**config.mk**
```make
export PLATFORM = sky130hd
export DESIGN_NAME = pu_col_feeder
export DESIGN_NICKNAME = d
export VERILOG_FILES = /design/src/rtl/img2col_pkg.sv /design/src/rtl/pu_col_counter.sv /design/src/rtl/pu_col_feeder.sv
export SDC_FILE = /design/constraint.sdc
export NUM_CORES = 1
export LEC_CHECK = 0
export BUFFER_PORTS_ARGS = -buffer_cell sky130_fd_sc_hd__buf_2
export CAP_MARGIN = 20
export CORE_UTILIZATION = 45
export DETAILED_ROUTE_END_ITERATION = 12
export PLACE_DENSITY = 0.7
export SYNTH_ARGS = -nofsm -noshare
export SYNTH_HDL_FRONTEND = slang
export SYNTH_SLANG_ARGS = --single-unit
```
**constraint.sdc**
```tcl
create_clock -name clk -period 2.05 [get_ports clk]
set_input_delay 0.205 -clock clk [delete_from_list [all_inputs] [get_ports clk]]
set_output_delay 0.205 -clock clk [all_outputs]
set_load 0.01 [all_outputs]
```
**src/rtl/img2col_pkg.sv**
```systemverilog
`default_nettype none
// ============================================================================
// img2col_pkg : FSM states and geometry constants shared by the img2col PU
// Revision    : 1.0
// ============================================================================
package img2col_pkg;

  localparam int KERNEL        = 5;
  localparam int ADDR_W        = 5;
  localparam int BEATS_PER_COL = (KERNEL + 1) / 2;

  typedef enum logic [1:0] {
    IDLE  = 2'd0,
    LOAD  = 2'd1,
    START = 2'd2,
    WAIT  = 2'd3
  } state_e;

  // Counter width that stays legal (>= 1 bit) for single-value ranges.
  function automatic int cnt_width(input int n);
    return (n > 1) ? $clog2(n) : 1;
  endfunction

  function automatic int beats_per_col(input int k);
    return (k + 1) / 2;
  endfunction

endpackage
`default_nettype wire

```
**src/rtl/pu_col_counter.sv**
```systemverilog
`default_nettype none
// ============================================================================
// pu_col_counter : nested column/row step counter with terminal flags and the
//                  registered neighbour-valid (round) flag.     Revision : 1.0
// ============================================================================
module pu_col_counter
  import img2col_pkg::*;
#(
  parameter int cols   = 28,
  parameter int rows   = 24,
  parameter int kernel = KERNEL
) (
  input  logic clk,
  input  logic nrst,
  input  logic clear_i,
  input  logic step_i,
  output logic col_last_o,
  output logic row_last_o,
  output logic round_o
);

  localparam int               COL_W         = cnt_width(cols);
  localparam int               ROW_W         = cnt_width(rows);
  localparam logic [COL_W-1:0] COL_MAX       = COL_W'(cols - 1);
  localparam logic [ROW_W-1:0] ROW_MAX       = ROW_W'(rows - 1);
  localparam logic             ROUND_AT_ZERO = (kernel <= 1);

  logic [COL_W-1:0] col_q, col_d;
  logic [ROW_W-1:0] row_q, row_d;
  logic             round_q, round_d;

  assign col_last_o = (col_q == COL_MAX);
  assign row_last_o = (row_q == ROW_MAX);
  assign round_o    = round_q;

  // Both counters saturate at their terminal value; the FSM ends the frame there.
  always_comb begin
    col_d   = col_q;
    row_d   = row_q;
    round_d = round_q;
    if (clear_i) begin
      col_d   = '0;
      row_d   = '0;
      round_d = ROUND_AT_ZERO;
    end else if (step_i) begin
      if (!col_last_o) begin
        col_d   = col_q + 1'b1;
        round_d = ((int'(col_q) + 1) >= (kernel - 1));
      end else if (!row_last_o) begin
        col_d   = '0;
        row_d   = row_q + 1'b1;
        round_d = ROUND_AT_ZERO;
      end
    end
  end

  always_ff @(posedge clk or posedge nrst) begin
    if (nrst) begin
      col_q   <= '0;
      row_q   <= '0;
      round_q <= 1'b0;
    end else begin
      col_q   <= col_d;
      row_q   <= row_d;
      round_q <= round_d;
    end
  end

endmodule
`default_nettype wire

```
**src/rtl/pu_col_feeder.sv**
```systemverilog
`default_nettype none
// ============================================================================
// pu_col_feeder : repacks a 2-pixel stream into kernel-pixel columns written
//                 into the PU "new" register file.           Revision : 1.0
// ============================================================================
module pu_col_feeder
  import img2col_pkg::*;
#(
  parameter int data_width  = 16,
  parameter int address_num = ADDR_W,
  parameter int kernel      = KERNEL,
  parameter int cols        = 28,
  parameter int rows        = 24
) (
  input  logic                   clk,
  input  logic                   nrst,
  input  logic                   frame_start,
  input  logic [data_width-1:0]  s_data1,
  input  logic [data_width-1:0]  s_data2,
  input  logic                   s_valid,
  output logic                   s_ready,
  input  logic                   pu_ack,
  output logic [data_width-1:0]  new1,
  output logic [data_width-1:0]  new2,
  output logic [address_num-1:0] adrs_in1,
  output logic [address_num-1:0] adrs_in2,
  output logic                   wr_valid,
  output logic                   start,
  output logic                   round,
  output logic                   busy,
  output logic                   frame_done
);

  localparam int                BEATS      = beats_per_col(kernel);
  localparam int                BEAT_W     = cnt_width(BEATS);
  localparam logic [BEAT_W-1:0] BEAT_LAST  = BEAT_W'(BEATS - 1);
  localparam logic              ODD_KERNEL = ((kernel % 2) != 0);

  state_e                 state_q;
  logic [BEAT_W-1:0]      beat_q;
  logic                   ack_seen_q;
  logic                   start_q;
  logic                   busy_q;
  logic                   frame_done_q;
  logic                   wr_valid_q;
  logic [data_width-1:0]  new1_q, new2_q;
  logic [address_num-1:0] adrs1_q, adrs2_q;

  logic                   beat_hs;
  logic                   last_beat;
  logic                   frame_go;
  logic                   wait_exit;
  logic                   frame_end;
  logic                   cnt_step;
  logic                   col_last;
  logic                   row_last;
  logic [address_num-1:0] wr_adrs;

  assign s_ready   = (state_q == LOAD);
  assign beat_hs   = s_ready & s_valid;
  assign last_beat = (beat_q == BEAT_LAST);
  assign wr_adrs   = address_num'({beat_q, 1'b0});
  // frame_done_q blocks a frame_start arriving in the same cycle as the done pulse.
  assign frame_go  = (state_q == IDLE) & frame_start & ~frame_done_q;
  assign wait_exit = (state_q == WAIT) & (ack_seen_q | pu_ack);
  assign frame_end = col_last & row_last;
  assign cnt_step  = wait_exit & ~frame_end;

  pu_col_counter #(
    .cols   (cols),
    .rows   (rows),
    .kernel (kernel)
  ) u_counter (
    .clk        (clk),
    .nrst       (nrst),
    .clear_i    (frame_go),
    .step_i     (cnt_step),
    .col_last_o (col_last),
    .row_last_o (row_last),
    .round_o    (round)
  );

  // START is the cycle the last write is presented; the registered start pulse
  // therefore lands one cycle later, after every entry has been written.
  always_ff @(posedge clk or posedge nrst) begin
    if (nrst) begin
      state_q      <= IDLE;
      beat_q       <= '0;
      ack_seen_q   <= 1'b0;
      start_q      <= 1'b0;
      busy_q       <= 1'b0;
      frame_done_q <= 1'b0;
    end else begin
      start_q      <= 1'b0;
      frame_done_q <= 1'b0;
      case (state_q)
        IDLE: begin
          if (frame_go) begin
            state_q    <= LOAD;
            busy_q     <= 1'b1;
            beat_q     <= '0;
            ack_seen_q <= 1'b0;
          end
        end
        LOAD: begin
          if (beat_hs) begin
            if (last_beat) begin
              beat_q  <= '0;
              state_q <= START;
            end else begin
              beat_q <= beat_q + 1'b1;
            end
          end
        end
        START: begin
          start_q <= 1'b1;
          state_q <= WAIT;
          if (pu_ack) ack_seen_q <= 1'b1;
        end
        WAIT: begin
          if (wait_exit) begin
            ack_seen_q <= 1'b0;
            if (frame_end) begin
              frame_done_q <= 1'b1;
              busy_q       <= 1'b0;
              state_q      <= IDLE;
            end else begin
              state_q <= LOAD;
            end
          end
        end
        default: state_q <= IDLE;
      endcase
    end
  end

  always_ff @(posedge clk or posedge nrst) begin
    if (nrst) begin
      wr_valid_q <= 1'b0;
      new1_q     <= '0;
      new2_q     <= '0;
      adrs1_q    <= '0;
      adrs2_q    <= '0;
    end else begin
      wr_valid_q <= beat_hs;
      if (beat_hs) begin
        new1_q  <= s_data1;
        adrs1_q <= wr_adrs;
        if (last_beat && ODD_KERNEL) begin
          new2_q  <= s_data1;
          adrs2_q <= wr_adrs;
        end else begin
          new2_q  <= s_data2;
          adrs2_q <= wr_adrs + address_num'(1);
        end
      end
    end
  end

  assign new1       = new1_q;
  assign new2       = new2_q;
  assign adrs_in1   = adrs1_q;
  assign adrs_in2   = adrs2_q;
  assign wr_valid   = wr_valid_q;
  assign start      = start_q;
  assign busy       = busy_q;
  assign frame_done = frame_done_q;

endmodule
`default_nettype wire
```
# Yosys cells after proc, flatten, opt, wreduce, memory -nomap -nowiden

Index checks and enable logic that the tools add are counted.

Word-level logic and storage cells: 91
Bits of input ports: 37
Output and inout bits: 48
Bits in registers: 59

Reductions and logical operators: 12
Muxes and demuxes: 36
$add $sub $neg: 5
Bitwise operators: 9
Order comparisons: 1
Equality and inequality tests: 14

Operators by type and width:

| operator                                                                              | number |
|---|---|
| 5-bit 2-to-1 mux                                                                      | 8 |
| 32-bit by 4-bit greater-or-equal comparator with 1-bit output (second input constant) | 1 |
| 16-bit 2-to-1 mux                                                                     | 1 |
| 1-bit 2-to-1 mux                                                                      | 15 |
| 2-bit 2-to-1 mux                                                                      | 7 |
| 4-bit AND reduction                                                                   | 3 |
| 5-bit by 1-bit adder with 5-bit output (second input constant)                        | 2 |
| 5-bit equality test (second input constant)                                           | 2 |
| 2-bit != test (second input constant)                                                 | 5 |
| 2-bit case mux with 4 select lines                                                    | 1 |
| 2-bit nonzero test                                                                    | 4 |
| 5-bit by 1-bit adder with 6-bit output (second input constant)                        | 1 |
| 1-bit bitwise AND                                                                     | 6 |
| 2-bit equality test (second input constant)                                           | 3 |
| 3-bit AND reduction                                                                   | 2 |
| 3-bit by 1-bit adder with 4-bit output (second input constant)                        | 1 |
| 4-bit 2-to-1 mux                                                                      | 1 |
| 2-bit by 1-bit != test with 1-bit output (second input constant)                      | 2 |
| 2-bit case mux with 2 select lines                                                    | 1 |
| 3-bit != test (second input constant)                                                 | 1 |
| 1-bit case mux with 3 select lines                                                    | 1 |
| 3-bit nonzero test                                                                    | 1 |
| 2-bit by 1-bit adder with 2-bit output (second input constant)                        | 1 |
| 2-bit by 1-bit equality test with 1-bit output (second input constant)                | 1 |
| other kinds (5)                                                                       | 6 |

# Logic depth before layout (Yosys ltp)

Gate-level depths: netlist of the first run.

Depth after elaboration: 6
Depth in mapped cells: 7
Depth with buffers taken out: 6

# Cells and area by module

A second synthesis of the first run with hierarchy kept.

Cell total of the unflattened synthesis: 245
Area, all modules: 2676.3 µm²

Modules (own cells, without submodules):

| module         | times used | area each (µm²) | cells each | seq. area each (µm²) |
|---|---|---|---|---|
| pu_col_feeder  | 1          | 2014.4          | 174        | 1101.1 |
| pu_col_counter | 1          | 661.9           | 71         | 275.3 |

# Worst setup path after synthesis of the first run

Ideal clock, no wire load.

Path type: reg2reg
Start point: register state_q[0]
End point: register adrs1_q[1] (netlist: adrs_in1[1])
Arrival: 1.595 ns
Setup slack: 0.330 ns
Clock period less this slack: 1.720 ns
Setup time: 0.125 ns
Cell stages (with the launch flop): 5
Path buffers: 1
Required time: 1.925 ns
Cells stage by stage: dfrtp_1 ha_1 nand2_1 clkbuf_1 mux2_2

Word-level cells in the longest chain between the ends: 2

Ends and longest elaborated chain:

| element                                        | RTL line             | RTL |
|---|---|---|
| start: declaration                             | pu_col_feeder.sv:39  | `state_e state_q;` |
| start signal: assignment                       | pu_col_feeder.sv:87  | `state_q <= IDLE;` |
| start signal: assignment                       | pu_col_feeder.sv:99  | `state_q <= LOAD;` |
| start signal: assignment                       | pu_col_feeder.sv:109 | `state_q <= START;` |
| 2-bit by 1-bit equality test with 1-bit output | pu_col_feeder.sv:59  | `assign s_ready = (state_q == LOAD);` |
| net s_ready                                    | pu_col_feeder.sv:21  | `output logic s_ready,` |
| 1-bit bitwise AND                              | pu_col_feeder.sv:60  | `assign beat_hs = s_ready & s_valid;` |
| end signal: assignment                         | pu_col_feeder.sv:148 | `adrs1_q <= wr_adrs;` |
| end: declaration                               | pu_col_feeder.sv:47  | `logic [address_num-1:0] adrs1_q, adrs2_q;` |

The timed path passes the listed nets, and every way through them passes these cells.
A chain may end at the register's enable or synchronous reset.

# Worst setup path after layout of the first run

Start point: register state_q[0]
End point: register state_q[0]

Word-level cells in the longest chain between the ends: 5
Elaborated cells between the ends (all ways): 14
Classes of those cells: 7 x eq/ne; 1 x mux; 4 x bitwise; 2 x reduce/logical

Ends and longest elaborated chain:

| element                         | RTL line                                 | RTL |
|---|---|---|
| 2-bit zero test                 | pu_col_feeder.sv:64, pu_col_feeder.sv:96 |  |
| 1-bit bitwise AND (2 in series) | pu_col_feeder.sv:64                      | `assign frame_go = (state_q == IDLE) & frame_start & ~frame_done_q;` |
| 2-bit != test (no line)         | -                                        |  |
| 4-bit AND reduction (no line)   | -                                        |  |

Several ways; a longest one is shown, not always the timed one.

==> metrics.txt, run 1 <==
slew margin rel. approximately three fifths; Clock power frac between 10% and 20%; core footprint approximately 5500 um2; Yosys Warn Count 0; DP Cell Count around 370; final non-filler cell total between 300 and 400; antenna violations before repair 0; gr usage total between 10% and 20%; Clock transition at path regs 0.10 ns; CP Buf/Inv Count 1; Final Skew about 0.0055 ns; Switch Pwr roughly 1600 uW; number of detailed-route iterations in the first pass 4; row cnt 27; Pleak approximately 0.0015 uW; critical path class flip-flop to flip-flop; final wirelength around 5000 um; top cell type's share of synthesized area a little over half; Comb pwr share roughly 44%; Final Slew Violations 0; Hold Path Class input pin to flip-flop; PnR worst setup slack approximately 0.21 ns; CP max stage delay approximately 0.52 ns; leading area contributor after synthesis dfrtp_1; R2R Path End state_q[0]$_DFFE_PP0P_; Starting Density between 40% and 50%; R2R Path Start state_q[0]$_DFFE_PP0P_; endpoint of the worst hold path new1[14]$_DFFE_PP0P_; via/cell ratio around 5.0; Die Ht a little under 80 um; Seq/Total Area, Yosys a little over half; Wirelength per Cell between 10 and 15 um; Fin. Hold Viols 0; Setup WS pre-CTS about 0.16 ns; I/O pins 85; via total after detailed routing 1928; PD cells about 1400 nW/um2; reg2reg path depth 6; Clock Latency Late Sink 0.30 ns; drc violations 0; GP Congestion ~0.8; Net Sw Frac between 30% and 40%; nets@finish 353; P_int roughly 2700 uW; port bufs between 70 and 80; DP Wirelength approximately 3700 um; Setup Buffers After CTS 0; Post-synth EDFFs 0; WP data required around 2.3 ns; Area Overhead vs Synth 23.02%; global route overflow 0; post-synthesis async set-or-reset flop share between 90% and 100%; final number of setup-violating endpoints 0; Max-cap violations 0; largest net degree at the start of global routing between 50 and 60; Critical Path Start Type flip-flop; CTS tree built; critical path arrival 2.06 ns; H-tree depth 2; ys flop type dfrtp_1; kind of end point of the critical path flip-flop; via count of the first global-routing pass between 1500 and 2000; top cell types by occurrence after synthesis dfrtp_1, nand2_1, o21ai_0; hold wc startpoint s_data1[14]; Tcrit/Tclk final between 80% and 90%; Final Critical Period between 1.5 and 2 ns; VDD IR max between 600 and 700 uV; status completed; post-synth cell types 35; Gate Count Post-Synth 226; Cell Area, Synth roughly 2600 um2; reg2reg setup slack 0.21 ns; Reg power frac between 40% and 50%; Chip Width 77.35 um; Inserted Clock Buffers 5; Syn Area/Cell 11.31 um2; layout cells sized above 1 38.39%; top-count cell post-synth dfrtp_1; Hold Path Cell Cnt 2; maximum buffer depth of the clock tree 2; setup TNS 0 ns; global-route wire length before repair around 8700 um; Critical-path top delay cell a222oi_1; CP Max Fanout 7; remaining antenna violation count 0; crit-path cells inv_1 > ha_2 > nand3b_2 > a222oi_1 > a21oi_1 > a41oi_1; TritonCTS sink count 55; ranking of synthesized cells by area dfrtp_1, mux2_2, mux2i_1; CP top delay family compound AO/OA/AOI/OAI gates; slew at the pin closest to its max-slew limit 0.6032 ns; root buffer cell clkbuf_8; # diodes 0; RSZ-0062 raised after global routing no; Die Area roughly 6000 um2; FF+latch count, synth 55; Max Fclk 542.7 MHz; initial DRC count 71
cell families (layout without fill, tap and decap cells):
| kind of cell | Yosys count | after routing | share of synthesized area (%) |
|---|---|---|---|
| buffers and inverters | 21 | 101 | 4.309 |
| adder cells (fa/ha/maj) | 7 | 7 | 3.428 |
| multiplexers | 36 | 36 | 15.03 |
| AO/OA/AOI/OAI | 44 | 44 | 10.48 |
| XOR/XNOR | 6 | 6 | 2.057 |
| AND/OR/NAND/NOR | 56 | 56 | 10.68 |
| other | 1 | 5 | 0.1468 |
| flip-flops | 55 | 55 | 53.87 |
per-layer routing:
layer / wire length [um] / vias up / global-route usage [%]
li1: - / 956 / -
met5: 0 / - / 0
met3: 300 / 7 / 4.000
met1: 2364 / 902 / 24.71
met4: 55 / 0 / 5.472
met2: 2265 / 63 / 29.03
power by group through the flow:
stage                     Sequential [uW]  Combinational [uW]  Clock, uW
after global routing                 1840                2060        690
final                                1770                1850        632
after CTS                            1780                1870        661
after global placement               1790                1840          0
after detailed placement             1800                1870          0
after floorplan                      1970                1030          0
metrics by stage:
step           cell area [um2]  hold WS, ns  power (uW)  utilization (%)
6_report                  3143       0.1442        4258            57.43
5_1_grt                   3143       0.1321        4587            57.43
4_1_cts                   3141       0.1324        4316            57.38
3_5_place_dp              3032       0.2817        3676            55.40
3_3_place_gp              3032       0.2774        3630            55.40
2_1_floorplan             2570       0.3556        2996                -
cell usage in the layout, fill, tap and decap left out, drive strengths merged, types with 5 or more instances in the layout:
cell / count
ha: 7
nand3: 5
buf: 85
nand2: 26
dfrtp: 55
o21ai: 24
xnor2: 5
a21oi: 6
inv: 7
mux2: 19
nor2: 11
conb: 5
clkbuf: 6
a22o: 6
mux2i: 17
worst max path at each step:
stage / startpoint / endpoint / slack (ns) / cells past startpoint
after floorplan: state_q[0]$_DFFE_PP0P_ / adrs_in1[1]$_DFFE_PP0P_ / 0.33 / 4
after global placement: state_q[0]$_DFFE_PP0P_ / state_q[0]$_DFFE_PP0P_ / 0.24 / 6
after detailed placement: state_q[0]$_DFFE_PP0P_ / state_q[0]$_DFFE_PP0P_ / 0.16 / 6
after CTS: state_q[0]$_DFFE_PP0P_ / state_q[0]$_DFFE_PP0P_ / 0.13 / 6
after global routing: state_q[1]$_DFFE_PP0P_ / state_q[0]$_DFFE_PP0P_ / 0.03 / 6
final: state_q[0]$_DFFE_PP0P_ / state_q[0]$_DFFE_PP0P_ / 0.21 / 6
registers in the layout, indices dropped and copies added (netlist names):
| register | count |
|---|---|
| frame_done | 1 |
| u_counter.round_o | 1 |
| adrs_in2 | 2 |
| start | 1 |
| busy | 1 |
| new1 | 16 |
| wr_valid | 1 |
| state_q | 2 |
| u_counter.col_q | 5 |
| adrs_in1 | 1 |
| beat_q | 2 |
| ack_seen_q | 1 |
| new2 | 16 |
| u_counter.row_q | 5 |
area by class of cell:
type | instances | area, um2
clock buffer | 6 | 82.58
clock inverter | 2 | 16.27
fill | 491 | 2330
inverter | 7 | 26.28
multi-input combinational | 154 | 1089
sequential | 55 | 1376
tap | 72 | 90.09
timing repair buffer | 86 | 462.9
what timing repair did:
action,in CTS,in global routing
hold buffers,1,0
hold endpoints to repair,55,0
endpoints found under the setup margin,0,1
resized for setup,0,1
(Power assumes the default switching activity.)
==> run 2: changes to the inputs <==
--- a/config.mk
+++ b/config.mk
@@ -5,10 +5,12 @@
 export SDC_FILE = /design/constraint.sdc
 export NUM_CORES = 1
 export LEC_CHECK = 0
-export BUFFER_PORTS_ARGS = -buffer_cell sky130_fd_sc_hd__buf_2
+export BUFFER_PORTS_ARGS = -buffer_cell sky130_fd_sc_hd__clkbuf_2
 export CAP_MARGIN = 20
+export CORE_MARGIN = 2
 export CORE_UTILIZATION = 45
 export DETAILED_ROUTE_END_ITERATION = 12
+export MAX_ROUTING_LAYER = met4
 export PLACE_DENSITY = 0.7
 export SYNTH_ARGS = -nofsm -noshare
 export SYNTH_HDL_FRONTEND = slang
==> metrics.txt, run 2 (synthesized netlist as in run 1, its figures left out) <==
TritonCTS sink count 55 (unchanged); CP Buf/Inv Count 1 (unchanged); maximum buffer depth of the clock tree 2 (unchanged); DP Cell Count 372 (-0.27%); slew margin rel. 58.89% (-0.47 points); I/O pins 85 (unchanged); Setup WS pre-CTS 0.1848 ns (+0.02728 ns); Hold Path Cell Cnt 2 (unchanged); Comb pwr share 42.3% (-1.2 points); reg2reg path depth 6 (unchanged); P_int 2734 uW (+2.3%); initial DRC count 68 (-4.2%); H-tree depth 2 (unchanged); Reg power frac 41.7% (about the same); PnR worst setup slack 0.1735 ns (-0.03368 ns); PD cells 1375 nW/um2 (+1.5%); status completed; via total after detailed routing 1918 (-0.52%); CP endpoint state_q[0]$_DFFE_PP0P_; antenna violations before repair 0 (unchanged); global route overflow 0 (unchanged); crit-path cells inv_1 > ha_1 > nand3b_2 > a222oi_1 > a21oi_1 > a41oi_1; kind of end point of the critical path flip-flop; Crit path depth 6 (unchanged); setup TNS 0 ns (unchanged); Reg area 1376 um2 (unchanged); Inserted Clock Buffers 5 (unchanged); CP Max Fanout 7 (unchanged); Final Slew Violations 0 (unchanged); CTS tree built; critical path launch point state_q[1]$_DFFE_PP0P_; Net Sw Frac 36.68% (-0.56 points); CP max stage delay 0.51 ns (about the same); critical path arrival 2.10 ns (+0.04 ns); Die Area 6296 um2 (+5.2%); nets@finish 352 (-0.28%); slew at the pin closest to its max-slew limit 0.6102 ns (+0.007024 ns); via count of the first global-routing pass 1787 (-3.8%); critical path class flip-flop to flip-flop; reg2reg setup slack 0.17 ns (-0.03 ns); Max-cap violations 0 (unchanged); remaining antenna violation count 0 (unchanged); drc violations 0 (unchanged); Pleak 0.001552 uW (+0.22%); via/cell ratio 5.047 (about the same); area occupied by multi-input gates 1086 um2 (-0.23%); placed cell area 3024 um2 (-0.25%); gr usage total 17.09% (-1.1 points); Hold Path Class input pin to flip-flop; root buffer cell clkbuf_8; Switch Pwr 1584 uW (-0.12%); Die Ht 79.35 um (+2.6%); layout cells sized above 1 37.66% (-0.72 points); Critical-path top delay cell a222oi_1; RSZ-0062 raised after global routing no; Max Fclk 532.9 MHz (-1.8%); number of fill cells 467 (-4.9%); WP data required 2.27 ns (about the same); Chip Width 79.35 um (+2.6%); commonest non-fill, non-tap cell in the layout clkbuf_2; most frequent cells in the layout clkbuf_2, dfrtp_1, nand2_1; Wirelength per Cell 13.31 um (+2.0%); GP Congestion 0.8440 (+4.6%); R2R Path End state_q[0]$_DFFE_PP0P_; VDD IR max 748.6 uV (+24%); port bufs 79 (unchanged); number of detailed-route iterations in the first pass 4 (unchanged); final wirelength 5056 um (+1.4%); Fin. Hold Viols 0 (unchanged); Area Overhead vs Synth 22.92% (about the same); Non-Filler Cell Area, Final 3141 um2 (about the same); # diodes 0 (unchanged); Clock power frac 16.1% (+1.3 points); DP Wirelength 3768 um (+2.4%); final number of setup-violating endpoints 0 (unchanged); Final Skew 0.01189 ns (+0.006401 ns); final non-filler cell total 380 (-0.52%); global-route wire length before repair 8293 um (-4.8%); Final Critical Period 1.876 ns (+0.03368 ns); Clock transition at path regs 0.10 ns (about the same); core footprint 5507 um2 (+0.62%); Starting Density 46.40% (-0.29 points); CP top delay family compound AO/OA/AOI/OAI gates; largest net degree at the start of global routing 32 (-43%); Critical Path Start Type flip-flop; R2R Path Start state_q[1]$_DFFE_PP0P_; Tcrit/Tclk final 91.54% (+1.6 points); row cnt 27 (unchanged); Clock Latency Late Sink 0.30 ns (about the same)
run 2: worst min path at each step:
stage / from / end / slack [ns]
global placement: nrst / new1[14]$_DFFE_PP0P_ / 0.27
global route: s_data1[3] / new1[3]$_DFFE_PP0P_ / 0.14
floorplan: s_data1[0] / new1[0]$_DFFE_PP0P_ / 0.36
finish: s_data1[3] / new1[3]$_DFFE_PP0P_ / 0.15
detailed placement: nrst / new1[14]$_DFFE_PP0P_ / 0.27
CTS: s_data1[13] / new1[13]$_DFFE_PP0P_ / 0.14
run 2: final cells by class:
type                    instances  area share, %
well taps                      72          2.869
clock inverters                 2          1.195
flip-flops and latches         55          43.82
repair buffers                 85          14.50
inverters                       7         0.8367
clock buffers                   5          2.191
multi-input cells             154          34.58
run 2: power groups by stage:
| stage | Combinational, uW | Sequential (uW) | Clock, uW |
|---|---|---|---|
| detailed placement | 1850 | 1830 | 0 |
| floorplan | 1030 | 1970 | 0 |
| CTS | 1850 | 1800 | 715 |
| global placement | 1820 | 1810 | 0 |
| global route | 2030 | 1860 | 759 |
| finish | 1830 | 1800 | 693 |
run 2: per-layer routing:
metal / share of wire (%) / global-route usage [%]
met1: 47 / 22.99
met2: 46 / 26.78
met3: 6.0 / 3.295
met4: 0.91 / 4.655
met5: 0 / -
run 2: per-stage QoR:
step | hold WS [ns] | util [%] | power (uW)
floorplan | 0.3556 | - | 2996
global placement | 0.2733 | 54.92 | 3631
detailed placement | 0.2718 | 54.92 | 3674
CTS | 0.1418 | 57.03 | 4369
global route | 0.1365 | 57.03 | 4651
finish | 0.1455 | 57.03 | 4318
run 2: what timing repair did:
item | in CTS | in global routing
endpoints found under the setup margin | 0 | 1
gates resized for setup | 0 | 0
buffers inserted | 0 | 0
hold buffers | 1 | 0
endpoints found under the hold margin | 25 | 0
